`src/rtl/exa_crosb_input_arbiter_vc_aging.sv`:
```
`default_nettype none
// ============================================================================
//  Module      : exa_crosb_input_arbiter_vc_aging
//  Description : Per-input crossbar arbiter. Picks one input VC whose target
//                output FIFO VC has credit, requests the destination output
//                arbiter and holds clear-to-send until the last beat.
//                Multi-priority, per-priority round-robin, aging promotion.
//  Revision    : 1.0  initial release
// ============================================================================
module exa_crosb_input_arbiter_vc_aging #(
    parameter  int prio_num     = 2,
    parameter  int vc_num       = 3,
    parameter  int output_num   = 8,
    parameter  int starve_limit = 16,
    localparam int NV  = prio_num * vc_num,
    localparam int LV  = (NV > 1) ? $clog2(NV) : 1,
    localparam int LO  = (output_num > 1) ? $clog2(output_num) : 1,
    localparam int LA  = (starve_limit > 0) ? $clog2(starve_limit + 1) : 1,
    localparam int LP  = (prio_num > 1) ? $clog2(prio_num) : 1,
    localparam int LVV = (vc_num > 1) ? $clog2(vc_num) : 1
) (
    input  logic                              clk,
    input  logic                              resetn,
    input  logic [NV-1:0]                     i_has_packet,
    input  logic [LO-1:0]                     i_dest [NV],
    input  logic [NV-1:0][LV-1:0]             i_output_vc,
    input  logic [output_num-1:0][NV-1:0]     i_output_fifo_credits,
    input  logic [output_num-1:0]             i_grant,
    input  logic                              i_last,
    output logic [output_num-1:0]             o_request,
    output logic [LV-1:0]                     o_request_vc,
    output logic                              o_cts,
    output logic [LV-1:0]                     o_selected_vc,
    output logic                              o_busy
);

    typedef enum logic [1:0] {
        IDLE = 2'd0,
        REQ  = 2'd1,
        XFER = 2'd2
    } state_t;

    state_t         state;
    state_t         state_next;

    logic [NV-1:0]  eligible;
    logic [LA-1:0]  age [NV];
    logic [LVV-1:0] rr_ptr [prio_num];

    logic [LV-1:0]  sel_vc;
    logic [LO-1:0]  sel_dest;
    logic [LV-1:0]  sel_ovc;
    logic [LP-1:0]  sel_prio;
    logic [LVV-1:0] sel_v;

    logic           win_found;
    logic           aged_found;
    logic [LV-1:0]  win_vc;
    logic [LP-1:0]  win_prio;
    logic [LVV-1:0] win_v;
    int             rr_idx;

    logic           grant_hit;
    logic           credit_ok;

    // A VC is eligible when its head packet exists and its target output VC has credit
    always_comb begin
        eligible = '0;
        for (int i = 0; i < NV; i++) begin
            eligible[i] = i_has_packet[i] & i_output_fifo_credits[i_dest[i]][i_output_vc[i]];
        end
    end

    // Winner selection: starved VC (lowest index) first, else round-robin in highest busy priority
    always_comb begin
        win_found  = |eligible;
        aged_found = 1'b0;
        win_vc     = '0;
        win_prio   = '0;
        win_v      = '0;
        rr_idx     = 0;
        if (starve_limit > 0) begin
            for (int i = NV - 1; i >= 0; i--) begin
                if (eligible[i] && (age[i] == LA'(starve_limit))) begin
                    aged_found = 1'b1;
                    win_vc     = LV'(i);
                    win_prio   = LP'(i / vc_num);
                    win_v      = LVV'(i % vc_num);
                end
            end
        end
        if (!aged_found) begin
            // ascending priority and descending offset: later matches override earlier ones
            for (int p = 0; p < prio_num; p++) begin
                for (int k = vc_num; k >= 1; k--) begin
                    rr_idx = (int'(rr_ptr[p]) + k) % vc_num;
                    if (eligible[p * vc_num + rr_idx]) begin
                        win_vc   = LV'(p * vc_num + rr_idx);
                        win_prio = LP'(p);
                        win_v    = LVV'(rr_idx);
                    end
                end
            end
        end
    end

    assign grant_hit = (state == REQ) && i_grant[sel_dest];
    assign credit_ok = i_output_fifo_credits[sel_dest][sel_ovc];

    // State register
    always_ff @(posedge clk or negedge resetn) begin
        if (!resetn) begin
            state <= IDLE;
        end else begin
            state <= state_next;
        end
    end

    // Next-state and output decode; a grant takes precedence over a credit loss
    always_comb begin
        state_next = state;
        o_request  = '0;
        o_cts      = 1'b0;
        o_busy     = (state != IDLE);
        case (state)
            IDLE: begin
                if (win_found) begin
                    state_next = REQ;
                end
            end
            REQ: begin
                o_request[sel_dest] = 1'b1;
                if (grant_hit) begin
                    state_next = XFER;
                end else if (!credit_ok) begin
                    state_next = IDLE;
                end
            end
            XFER: begin
                o_cts = 1'b1;
                if (i_last) begin
                    state_next = IDLE;
                end
            end
            default: begin
                state_next = IDLE;
            end
        endcase
    end

    // Capture the winner in IDLE; advance its priority's pointer only on an actual grant
    always_ff @(posedge clk or negedge resetn) begin
        if (!resetn) begin
            sel_vc   <= '0;
            sel_dest <= '0;
            sel_ovc  <= '0;
            sel_prio <= '0;
            sel_v    <= '0;
            for (int p = 0; p < prio_num; p++) begin
                rr_ptr[p] <= LVV'(vc_num - 1);
            end
        end else begin
            if ((state == IDLE) && win_found) begin
                sel_vc   <= win_vc;
                sel_dest <= i_dest[win_vc];
                sel_ovc  <= i_output_vc[win_vc];
                sel_prio <= win_prio;
                sel_v    <= win_v;
            end
            if (grant_hit) begin
                rr_ptr[sel_prio] <= sel_v;
            end
        end
    end

    // Aging: waiting lower-priority VCs count higher-priority grants, saturating at the limit
    always_ff @(posedge clk or negedge resetn) begin
        if (!resetn) begin
            for (int i = 0; i < NV; i++) begin
                age[i] <= '0;
            end
        end else begin
            for (int i = 0; i < NV; i++) begin
                if (!i_has_packet[i]) begin
                    age[i] <= '0;
                end else if (grant_hit) begin
                    if (LV'(i) == sel_vc) begin
                        age[i] <= '0;
                    end else if (eligible[i] && ((i / vc_num) < int'(sel_prio))
                                 && (age[i] != LA'(starve_limit))) begin
                        age[i] <= age[i] + 1'b1;
                    end
                end
            end
        end
    end

    assign o_request_vc  = sel_ovc;
    assign o_selected_vc = sel_vc;

endmodule
`default_nettype wire

```
`config.mk`:
```
export PLATFORM = sky130hd
export DESIGN_NAME = exa_crosb_input_arbiter_vc_aging
export DESIGN_NICKNAME = d
export VERILOG_FILES = /design/src/rtl/exa_crosb_input_arbiter_vc_aging.sv
export SDC_FILE = /design/constraint.sdc
export NUM_CORES = 1
export LEC_CHECK = 0
export BUFFER_PORTS_ARGS = -buffer_cell sky130_fd_sc_hd__buf_2
export CORE_ASPECT_RATIO = 0.8
export CORE_UTILIZATION = 59
export DETAILED_ROUTE_END_ITERATION = 10
export PLACE_DENSITY = 0.85
export SETUP_SLACK_MARGIN = 0.1
export SYNTH_ARGS = -nofsm -noshare
export SYNTH_HDL_FRONTEND = slang
export SYNTH_SLANG_ARGS = --single-unit
```
`constraint.sdc`:
```
create_clock -name clk -period 4.15 [get_ports clk]
set_input_delay 0.83 -clock clk [delete_from_list [all_inputs] [get_ports clk]]
set_output_delay 0.83 -clock clk [all_outputs]
set_load 0.005 [all_outputs]
```
After elaboration in Yosys (flattened, before gate mapping). Cells that the tools add are included.

Flip-flop bits (word level): 48. Output and inout bits: 16. Word-level logic and storage cells: 252.

Add/subtract/negate cells: 12. Div/mod/pow operators: 6. $lt $le $gt $ge: 26. Equal/unequal tests: 31. Multiplexer cells: 128. Bitwise operators: 8. Reduce and logical (&&, ||, !) cells: 27.

Operators by type and width (count): $lt A32 B5 Y1 const B (6); $mod A32 B3 Y32 const B (6); $bmux W6 S3 (7); $mux W5 (21); $add A3 B32 Y32 const A (3); $lt A3 B4 Y1 const B (15); $mux W3 (16); $bmux W1 S3 (14); $mux W6 (7); $mux W1 (38); $mux W2 (18); $eq A5 B5 Y1 const B (6); $bmux W3 S3 (2); $ne A2 B1 Y1 const B (9); $logic_and A1 B1 Y1 (16); $add A5 B1 Y5 const B (3); $ne A5 B5 Y1 const B (3); $add A2 B2 Y3 const B (4); $reduce_and A2 Y1 (6); $ne A3 B1 Y1 const B (3); $mux W8 (1); $add A2 B1 Y3 const B (2); $and A1 B1 Y1 (6); $eq A2 B3 Y1 const A (2); other kinds (22) (24).

Depth between registers and ports, before layout.
Depth after elaboration: 23. Gate-level depth with buffers: 17. Depth with buffers taken out: 13.

Worst setup path before layout. OpenSTA, ideal clock, no wires.

Kind: input-to-reg. From: input port i_dest[3] in the netlist's numbering. To: register sel_ovc[2], in the netlist o_request_vc[2]. Library setup time: 0.121 ns. Arrival: 4.238 ns. Required time: 4.029 ns. Path slack: -0.209 ns. Stages: 15. Cells stage by stage: buf_6 buf_12 mux4_1 mux2i_1 nand3_1 a31oi_4 a2111oi_2 or3_4 a311oi_2 o21ai_2 a21oi_2 buf_6 mux2_4 a221o_1 a22o_1.

Cells in the longest elaborated chain, start to end: 20. Elaborated cells on any way between the ends: 45. Classes of those cells: 41 x mux; 1 x bitwise; 3 x reduce/logical.

RTL lines: start: declaration (line 25) `input logic [LO-1:0] i_dest [NV],`; $bmux W6 S3 * (line 70) `eligible[i] = i_has_packet[i] & i_output_fifo_credits[i_dest[i]][i_output_vc[i]];`; $mux W6 (implied by the code) * (line 70); $bmux W1 S3 * (line 70); $mux W1 (implied by the code) * (line 70); $and A1 B1 Y1 * (line 70); $logic_and A1 B1 Y1 (line 84) `if (eligible[i] && (age[i] == LA'(starve_limit))) begin`; $mux W3 (5 in series) (line 84); $mux W3 (6 in series) (line 97) `if (eligible[p * vc_num + rr_idx]) begin`; $mux W3 (line 92) `if (!aged_found) begin`; $bmux W3 S3 (line 166) `sel_ovc <= i_output_vc[win_vc];`; $mux W3 (implied by the code) (line 166); end signal: assignment (line 166); end: declaration (line 52) `logic [LV-1:0] sel_ovc;`.

Every way passes the cells marked *; elsewhere a longest branch is shown, timed or not. The select of a mux whose other input is x is not followed. A chain may end at the register's enable or synchronous reset.

Worst setup path in the final report.
From: input port i_dest[3] in the netlist's numbering. To: register sel_dest[2].

Cells in the longest elaborated chain, start to end: 22. Elaborated cells on any way between the ends: 47. Classes of those cells: 42 x mux; 2 x bitwise; 3 x reduce/logical.

RTL lines: $bmux W6 S3 * (line 70); $mux W6 (implied by the code) * (line 70); $bmux W1 S3 * (line 70); $mux W1 (implied by the code) * (line 70); $and A1 B1 Y1 * (line 70); $logic_and A1 B1 Y1 (line 84); $mux W3 (5 in series) (line 84); $mux W3 (6 in series) (line 97); $mux W3 (line 92); $not A3 Y4 (implied by the code) (line 165) `sel_dest <= i_dest[win_vc];`; $bmux W3 S3 (line 165); $mux W3 (implied by the code) (2 in series) (line 165); end signal: assignment (line 165); end: declaration (line 51) `logic [LO-1:0] sel_dest;`.

Marks and branches as above.

==> results by group <==
Critical path
  • Critical path required time: 4.31 ns
  • Crit Path Class: in -> reg
  • Crit-path slowest cell: mux4_2
  • Crit Path Max Fanout: 8
  • Critical Path Start Type: input port
  • Most frequent CP cell: buf_6
  • CP top delay family: compound AO/OA/AOI/OAI gates
  • Worst Setup End Kind: register
  • Arr. time, crit path: 4.69 ns
  • Worst Path Buf+Inv: 5
  • Max incr delay on CP: 0.52 ns
  • Cell breakdown of the critical path: buf_12 -> buf_12 -> mux2i_1 -> mux4_2 -> a221oi_4 -> a31oi_4 -> buf_6 -> buf_6 -> a2111oi_4 -> a211o_1 -> nor4_2 -> a211o_1 -> a21oi_4 -> buf_6 -> mux2_4 -> a221o_1 -> a22o_1

Timing
  • PnR worst setup slack: -0.378 ns
  • Worst-Margin Slew: around 0.8 ns
  • Min Clock Period, post-route: 4.53 ns
  • RSZ-0062 raised after global routing: true
  • Final setup vio count: 9
  • Max_slew headroom: 0.475
  • FMAX: 221 MHz
  • Max Slew Vio Count: 0
  • Fin crit share: 1.09
  • Final hold vios: 0
  • Worst hold slack: 0.470 ns
  • Clk_skew: 0.00643 ns

Synthesis
  • Ys async rst share: 1.00
  • Number of synthesized flops with an enable pin: 0
  • Syn avg cell area: 9.89 um^2
  • Top_reg_cell synth: dfrtp_1
  • Synthesized flop and latch total: 33
  • Post-Synthesis Cell Area: 6600 um^2
  • Register area share after synthesis: 0.125
  • Yosys cell types: 96
  • Syn_nets: between 700 and 800
  • Ys Warns: 0
  • Gate Count Post-Synth: 668

Global routing
  • First-pass GRT wire length: 42700 um
  • Vias in the first global route: 7787
  • Global Route Usage Sum: 0.482
  • Grt total ovfl: 0
  • Initial antenna violation count: 0
  • Pin count of the biggest net entering global routing: 34

Outcome
  • Status: finished, violations left
  • Failing checks: negative setup slack

Layout
  • Most frequent cells in the layout: 213 x buf_4, 108 x buf_2, 70 x mux4_2, 65 x mux2i_1, 53 x nand2_1
  • Synth-to-Final Area Change: 41.5%
  • FILL cells: approximately 600
  • Most common cell after layout, fill and taps aside: buf_4
  • Layout cells sized above 1: 0.527
  • Antenna cells: 0
  • Final nets: 1085

Detailed routing
  • DR top layer: met4
  • DR DRC count: 0
  • ANT nets after route: 0
  • DRT iter0 DRCs: about 1200
  • Vias per Instance: around 7.3
  • Post-DR wirelength/cell: 25.7 um
  • Met3 routed WL: between 4000 and 5000 um
  • Pre-Repair DR Iteration Count: 7
  • Total number of vias: 8115
  • M1 wire length: roughly 9900 um
  • Post-Route WL: 28600 um
  • Met2 wire len: 12200 um

Placement
  • RD Place Congestion: between 1 and 1.5
  • DPL Wire Length: 20900 um
  • IO buf count: 116

Floorplanning
  • Num ports: around 120
  • Total die area: 11600 um^2
  • Starting Density: 0.606
  • Die Y: 96.6 um
  • Core Box Area: 10900 um^2
  • Die Width: 120 um
  • FP Rows: 34

CTS
  • Bufs on Longest Clock Path: 2
  • Clk slew on worst S/H paths: 0.06 ns
  • Cts bufs inserted: 5
  • Cts hold-fix bufs: 0
  • Worst skew pair latency: 0.28 ns
  • Clock sink count: 33
  • CTS tree: built
  • H-tree levels: 2
  • CTS Root Cell: clkbuf_16

Power and ir drop
  • Switching share of power: 0.461
  • Leak: 4.20 nW
  • Internal: 3.44 mW
  • Logic pwr share: 0.830
  • NetSw: 2.94 mW
  • Pwr/cell area: 683 nW/um^2
  • Peak VDD IR: 0.000533 V
  • Total power: roughly 6.4 mW
  • Seq pwr share: 0.100
  • Clock share of power: 0.070

Worst hold path
  • Hold Crit Class: reg -> reg

Job
  • Max Cap Viol: 0
-- synthesized netlist by cell type (all sizes together), types with 16 or more instances --
master	number	area, um^2
mux4	71	1610
nor2b	17	106
ha	16	200
a21oi	24	139
mux2i	69	691
dfrtp	31	776
nor2	46	175
nand2	54	203
buf	31	274
mux2	22	263
o21ai	24	124
nand3	32	160
inv	25	93.8
-- power groups by stage --
stage,Clock [mW],Sequential (mW),Combinational (mW)
5_1_grt,0.466,0.654,5.51
3_3_place_gp,0,0.627,4.10
6_report,0.447,0.640,5.30
2_1_floorplan,0,0.535,2.79
3_5_place_dp,0,0.634,4.21
4_1_cts,0.438,0.629,4.62
-- registers in the layout, indices dropped and copies added, names as in the netlist --
| register | count |
|---|---|
| age | 15 |
| o_request_vc | 3 |
| o_selected_vc | 3 |
| rr_ptr | 4 |
| sel_dest | 3 |
| sel_prio | 1 |
| sel_v | 2 |
| state | 2 |
-- logic make-up (layout without fill, tap and decap cells) --
| family | Yosys count | count (layout) | share of synthesized area |
|---|---|---|---|
| multiplexers | 162 | 162 | 0.389 |
| buffers and inverters | 72 | 373 | 0.0722 |
| AO/OA/AOI/OAI | 155 | 155 | 0.197 |
| AND/OR/NAND/NOR | 224 | 224 | 0.178 |
| adder cells (fa/ha/maj) | 16 | 16 | 0.0303 |
| XOR/XNOR | 6 | 6 | 0.00796 |
| flip-flops | 33 | 33 | 0.125 |
-- stage by stage --
step                worst slack [ns]  setup TNS (ns)  instances   util  cell area (um^2)
finish                        -0.378           -2.58       1113  0.858              9350
global route                  -0.456           -3.21       1113  0.858              9350
CTS                           -0.250           -1.31       1101  0.835              9090
detailed placement            -0.801           -5.80       1072  0.787              8570
global placement              -0.772           -5.48       1072  0.787              8570
floorplan                     -0.170          -0.838        668      -              6670
-- worst paths after layout --
path,slack [ns],from,cells past startpoint,end
worst max-delay path,-0.38,i_dest[3],17,sel_dest[2]
max in group asynchronous,3.01,resetn,1,sel_dest[0]
worst max register to register,0.33,rr_ptr[3],14,sel_dest[2]
worst min-delay path,0.47,state[1],1,state[0]
min in group asynchronous,0.63,resetn,1,rr_ptr[2]
worst min register to register,0.47,state[1],1,state[0]
-- per-layer routing --
layer | track usage | vias up
li1 | - | 3269
met1 | 0.630 | 3794
met2 | 0.735 | 831
met3 | 0.161 | 221
met4 | 0.193 | 0
met5 | 0 | -
-- area by class of cell --
class                      count  area, um^2  area share
clock buffer                   6         139      0.0149
clock inverter                 2        37.5     0.00402
inverter                      25        93.8      0.0100
multi-input combinational    563        5600       0.600
sequential                    33         828      0.0886
tap                          144         180      0.0193
timing repair buffer         340        2460       0.263
-- what timing repair did --
item	in CTS	in global routing
endpoints found under the setup margin	10	11
resized for setup	42	33
pin swaps	17	27
setup buffers	20	12
cloned	1	1
(Power assumes the default switching activity.)
